==> src/rtl/dac_spi_tx.sv <==
// SPI mode-0 transmitter for a 12-bit MCP4921-class DAC.
// It sends one 16-bit frame, MSB first, and then pulses LDAC to update the output.
module dac_spi_tx #(
    parameter int unsigned CLK_DIV = 2,
    parameter logic        CH_SEL  = 1'b0,
    parameter logic        BUF     = 1'b0,
    parameter logic        GAIN_1X = 1'b1
) (
    input  logic        clk,
    input  logic        rst,
    input  logic [11:0] din,
    input  logic        din_shdn,
    input  logic        din_valid,
    output logic        din_ready,
    output logic        cs_dac,
    output logic        sclk_dac,
    output logic        mosi_dac,
    output logic        ldac_dac,
    output logic        busy,
    output logic        done
);

    typedef enum logic [1:0] {
        IDLE,
        SETUP,
        SHIFT,
        LDAC
    } state_t;

    localparam logic [7:0] DIV_LAST = 8'(CLK_DIV - 1);

    state_t      state_q, state_d;
    logic [7:0]  cnt_q, cnt_d;
    logic [4:0]  bit_cnt_q, bit_cnt_d;
    logic [15:0] frame_q, frame_d;
    logic        cs_q, cs_d;
    logic        sclk_q, sclk_d;
    logic        mosi_q, mosi_d;
    logic        ldac_q, ldac_d;
    logic        busy_q, busy_d;
    logic        done_q, done_d;
    logic        ready_q, ready_d;
    logic        phase_end;

    assign phase_end = (cnt_q == DIV_LAST);

    always_comb begin
        state_d   = state_q;
        cnt_d     = cnt_q;
        bit_cnt_d = bit_cnt_q;
        frame_d   = frame_q;
        cs_d      = cs_q;
        sclk_d    = sclk_q;
        mosi_d    = mosi_q;
        ldac_d    = ldac_q;
        busy_d    = busy_q;
        done_d    = 1'b0;
        ready_d   = ready_q;

        case (state_q)
            IDLE: begin
                if (din_valid && ready_q) begin
                    frame_d   = {CH_SEL, BUF, GAIN_1X, ~din_shdn, din};
                    mosi_d    = CH_SEL;
                    cs_d      = 1'b0;
                    ready_d   = 1'b0;
                    busy_d    = 1'b1;
                    cnt_d     = 8'd0;
                    bit_cnt_d = 5'd0;
                    state_d   = SETUP;
                end
            end

            SETUP: begin
                if (phase_end) begin
                    cnt_d   = 8'd0;
                    sclk_d  = 1'b1;
                    state_d = SHIFT;
                end else begin
                    cnt_d = cnt_q + 8'd1;
                end
            end

            SHIFT: begin
                if (!phase_end) begin
                    cnt_d = cnt_q + 8'd1;
                end else begin
                    cnt_d = 8'd0;
                    if (sclk_q) begin
                        // The falling edge presents the next bit. After bit 15, mosi is held for the trailing low phase.
                        sclk_d    = 1'b0;
                        bit_cnt_d = bit_cnt_q + 5'd1;
                        if (bit_cnt_q != 5'd15) begin
                            frame_d = {frame_q[14:0], 1'b0};
                            mosi_d  = frame_q[14];
                        end
                    end else if (bit_cnt_q == 5'd16) begin
                        cs_d    = 1'b1;
                        mosi_d  = 1'b0;
                        ldac_d  = 1'b0;
                        state_d = LDAC;
                    end else begin
                        sclk_d = 1'b1;
                    end
                end
            end

            LDAC: begin
                if (phase_end) begin
                    cnt_d     = 8'd0;
                    bit_cnt_d = 5'd0;
                    ldac_d    = 1'b1;
                    done_d    = 1'b1;
                    busy_d    = 1'b0;
                    ready_d   = 1'b1;
                    state_d   = IDLE;
                end else begin
                    cnt_d = cnt_q + 8'd1;
                end
            end

            default: begin
                state_d = IDLE;
            end
        endcase
    end

    always_ff @(posedge clk) begin
        if (rst) begin
            state_q   <= IDLE;
            cnt_q     <= 8'd0;
            bit_cnt_q <= 5'd0;
            frame_q   <= 16'd0;
            cs_q      <= 1'b1;
            sclk_q    <= 1'b0;
            mosi_q    <= 1'b0;
            ldac_q    <= 1'b1;
            busy_q    <= 1'b0;
            done_q    <= 1'b0;
            ready_q   <= 1'b1;
        end else begin
            state_q   <= state_d;
            cnt_q     <= cnt_d;
            bit_cnt_q <= bit_cnt_d;
            frame_q   <= frame_d;
            cs_q      <= cs_d;
            sclk_q    <= sclk_d;
            mosi_q    <= mosi_d;
            ldac_q    <= ldac_d;
            busy_q    <= busy_d;
            done_q    <= done_d;
            ready_q   <= ready_d;
        end
    end

    assign din_ready = ready_q;
    assign cs_dac    = cs_q;
    assign sclk_dac  = sclk_q;
    assign mosi_dac  = mosi_q;
    assign ldac_dac  = ldac_q;
    assign busy      = busy_q;
    assign done      = done_q;

endmodule

==> config.mk <==
export PLATFORM = sky130hd
export DESIGN_NAME = dac_spi_tx
export DESIGN_NICKNAME = d
export VERILOG_FILES = /design/src/rtl/dac_spi_tx.sv
export SDC_FILE = /design/constraint.sdc
export NUM_CORES = 1
export LEC_CHECK = 0
export BUFFER_PORTS_ARGS = -buffer_cell sky130_fd_sc_hd__buf_2
export CAP_MARGIN = 25
export CORE_ASPECT_RATIO = 0.5
export CORE_MARGIN = 4
export CORE_UTILIZATION = 43
export DETAILED_ROUTE_END_ITERATION = 8
export PLACE_DENSITY_LB_ADDON = 0.3
export SLEW_MARGIN = 40
export SYNTH_ARGS = -nofsm -noshare
export SYNTH_HDL_FRONTEND = slang
export SYNTH_SLANG_ARGS = --single-unit
export TNS_END_PERCENT = 20
==> constraint.sdc <==
create_clock -name clk -period 2.13 [get_ports clk]
set_input_delay 0.3195 -clock clk [delete_from_list [all_inputs] [get_ports clk]]
set_output_delay 0.3195 -clock clk [all_outputs]
set_load 0.02 [all_outputs]
==> flow_metrics.env <==
export IMPL_clk_latency_ps=290
export IMPL_synth_net_count=242
export IMPL_share_comb_of_total_power_pct=42.1
export IMPL_critical_path_reg2reg_startpoint="cnt_q[0]$_SDFFE_PP0N_"
export IMPL_run_status="complete, no violations"
export IMPL_cts_root_buf="clkbuf_8"
export IMPL_power_share_sequential_pct=36.1
export IMPL_timing_critical_path_fanout_max=7
export IMPL_numPlacedInstances=292
export IMPL_synth_seq_cells=37
export IMPL_starting_density_of_the_core_pct=44.5
export IMPL_die_area_um2=5760
export IMPL_place_congestion=0.805
export IMPL_synthDominantCellAreaShare_pct=37.8
export IMPL_syn_area_per_cell_um2=9.11
export IMPL_postCtsSetupRepairBufs=0
export IMPL_power_static_leakage_nw=0.887
export IMPL_final_period_utilization_pct=92.0
export IMPL_final_net_count=269
export IMPL_firstDrtPassIters=4
export IMPL_crit_required_ps=2260
export IMPL_synth_async_reset_ratio_pct=0
export IMPL_critical_path_reg2reg_endpoint="bit_cnt_q[0]$_SDFFE_PP0P_"
export IMPL_final_antenna_net_count=0
export IMPL_power_switching_fraction_pct=37.2
export IMPL_clock_skew_ps=7.20
export IMPL_count_of_mapped_cells_out_of_synthesis=215
export IMPL_top_level_ports=23
export IMPL_rsz_0062_raised_after_global_routing="false"
export IMPL_cell_internal_power_dissipation_mw=1.78
export IMPL_power_switching_mw=1.05
export IMPL_hold_path_cell_count=3
export IMPL_netlist_area_um2=1960
export IMPL_synth_top_area_cells="dfxtp_1, ha_1, mux2i_1, a211oi_1, nor3_1"
export IMPL_wire_length_of_the_first_global_routing_pass_mm=7.22
export IMPL_post_route_min_period_ps=1960
export IMPL_placementRows=17
export IMPL_antenna_cells_inserted=0
export IMPL_post_place_ws_ps=115
export IMPL_vias_per_cell=5.47
export IMPL_final_setup_viol_count=0
export IMPL_drt_first_iter_violations=53
export IMPL_cts_sink_count=37
export IMPL_antenna_found_initial=0
export IMPL_rrSetupSlack_ps=170
export IMPL_detail_route_wirelength_mm=4.15
export IMPL_drive_above_1_share_pct=19.8
export IMPL_most_common_layout_cells="dfxtp_1, buf_2, nor2_1, nor3_1, a211oi_1"
export IMPL_arrival_ps=2100
export IMPL_report_final_slew_viol_count=0
export IMPL_synth_largest_area_cell="dfxtp_1"
export IMPL_critPathCaptureType="flop"
export IMPL_cts_tree="yes"
export IMPL_cts_clk_slew_worst_paths_ps=70
export IMPL_final_area_um2=2270
export IMPL_worstHoldPathType="primary input to flop"
export IMPL_mostFrequentLayoutCell="dfxtp_1"
export IMPL_drc_errors=0
export IMPL_yosysWarnings=0
export IMPL_grt_remaining_overflow=0
export IMPL_vias=1642
export IMPL_tns_ps=0
export IMPL_cp_class="flop to flop"
export IMPL_max_capacitance_violation_total=0
export IMPL_area_growth_syn_to_layout_pct=15.9
export IMPL_htreeDepth=2
export IMPL_total_power_mw=2.83
export IMPL_powerDensity_nw_per_um2=1250
export IMPL_largest_net_degree_at_the_start_of_global_routing=20
export IMPL_postPlaceCellArea_um2=2150
export IMPL_avgRoutedWirePerCell_um=13.8
export IMPL_hpwl_mm=2.99
export IMPL_fin_cells=300
export IMPL_synth_edff_count=0
export IMPL_floorplan_die_height_um=55.7
export IMPL_setup_ws_ps=169
export IMPL_yosys_most_used_dff="dfxtp_1"
export IMPL_worst_slew_pin_transition_ps=571
export IMPL_core_area_um2=4400
export IMPL_slew_headroom_pct=61.7
export IMPL_dieWidth_um=103
export IMPL_post_synth_num_cell_types=50
export IMPL_start_kind="flop"
export IMPL_report_final_hold_viol_count=0
export IMPL_grt_total_usage_pct=15.4
export IMPL_port_buffers=22
export IMPL_power_ir_vdd_worst_mv=0.473
export IMPL_pwr_share_clk_pct=21.9
export IMPL_max_clock_freq_mhz=510
export IMPL_clock_tree_buffer_depth=2
export IMPL_tritoncts_num_buffers=5
export IMPL_worstHoldEndpoint="frame_q[0]$_SDFFE_PP0P_"
export IMPL_grt_pass1_vias=1622
export IMPL_synth_sequential_area_ratio_pct=37.8
export IMPL_timing_hold_worst_start="din[0]"
export IMPL_reg2reg_depth=5
## registers in the layout, indices dropped and copies added, names as in the netlist
signal and count:
bit_cnt_q 5, busy 1, cnt_q 8, cs_dac 1
din_ready 1, done 1, frame_q 15, ldac_dac 1
mosi_dac 1, sclk_dac 1, state_q 2
## area by class of cell
cell class | instances | area (um2)
clock buffer | 7 | 86.3
clock inverter | 1 | 30.0
fill | 393 | 2130
inverter | 7 | 26.3
multi-input combinational | 161 | 1140
sequential | 37 | 741
tap | 57 | 71.3
timing repair buffer | 30 | 174
## cell families after synthesis
| group | Yosys count | share of synthesized area (%) |
|---|---|---|
| AOI/OAI and AO/OA | 47 | 16.6 |
| xor gates and xnor gates | 6 | 2.68 |
| adders and majority gates | 11 | 7.03 |
| buffers and inverters | 17 | 4.03 |
| DFF | 37 | 37.8 |
| muxes | 13 | 6.65 |
| and+or+nand+nor | 84 | 25.2 |
## power groups by stage
stage	clock (mW)	combinational, mW	sequential (mW)
floorplan	0	0.885	1.04
global placement	0	1.16	1.03
detailed placement	0	1.18	1.04
CTS	0.636	1.18	1.02
global route	0.668	1.33	1.04
finish	0.619	1.19	1.02
## per-layer routing
metal / wire length (um) / share of wire, % / global-route usage [%]
met4: 27 / 0.65 / 4.24
met1: 1990 / 48 / 19.9
met3: 183 / 4.4 / 4.63
met2: 1940 / 47 / 24.9
met5: 0 / 0 / 0
## how the worst max path moves through the flow
| stage | startpoint | endpoint | slack, ps | depth (start not counted) |
|---|---|---|---|---|
| after floorplan | state_q[0]$_SDFFE_PP0P_ | frame_q[10]$_SDFFE_PP0P_ | 310 | 7 |
| after detailed placement | bit_cnt_q[0]$_SDFFE_PP0P_ | frame_q[4]$_SDFFE_PP0P_ | 110 | 7 |
| after CTS | bit_cnt_q[0]$_SDFFE_PP0P_ | frame_q[4]$_SDFFE_PP0P_ | 110 | 7 |
| after global placement | bit_cnt_q[0]$_SDFFE_PP0P_ | frame_q[3]$_SDFFE_PP0P_ | 180 | 7 |
| final | cnt_q[0]$_SDFFE_PP0N_ | bit_cnt_q[0]$_SDFFE_PP0P_ | 170 | 5 |
| after global routing | cnt_q[0]$_SDFFE_PP0N_ | bit_cnt_q[0]$_SDFFE_PP0P_ | 1 | 5 |
## worst max-delay path: stages (launching register included)
cell     delay (ps)
dfxtp_1         430
ha_1            210
nor4b_4         390
a21oi_1         130
o41ai_2         470
mux2i_1         180
## synth_stat cells (2+ instances only)
| cell | number |
|---|---|
| a211oi_1 | 14 |
| a21oi_1 | 12 |
| a31oi_1 | 3 |
| and3_1 | 4 |
| buf_2 | 3 |
| clkbuf_1 | 5 |
| dfxtp_1 | 37 |
| ha_1 | 11 |
| inv_1 | 7 |
| mux2i_1 | 13 |
| nand2_1 | 13 |
| nand2b_1 | 2 |
| nand3_1 | 8 |
| nand4_1 | 2 |
| nor2_1 | 18 |
| nor2b_1 | 4 |
| nor3_1 | 17 |
| o21ai_1 | 6 |
| xnor2_1 | 3 |
| xor2_1 | 3 |
## what timing repair did
| action | CTS | global route |
|---|---|---|
| hold buffers | 0 | 0 |
| resized for setup | 0 | 2 |
| endpoints found under the setup margin | 0 | 6 |
## per-stage QoR
stage          utilization [%]  hold WS (ps)
5_1_grt                   51.5           275
2_1_floorplan                -           439
3_5_place_dp              48.8           467
3_3_place_gp              48.8           459
4_1_cts                   51.4           269
6_report                  51.5           276
Note: power is estimated with default switching activity, not from simulation.
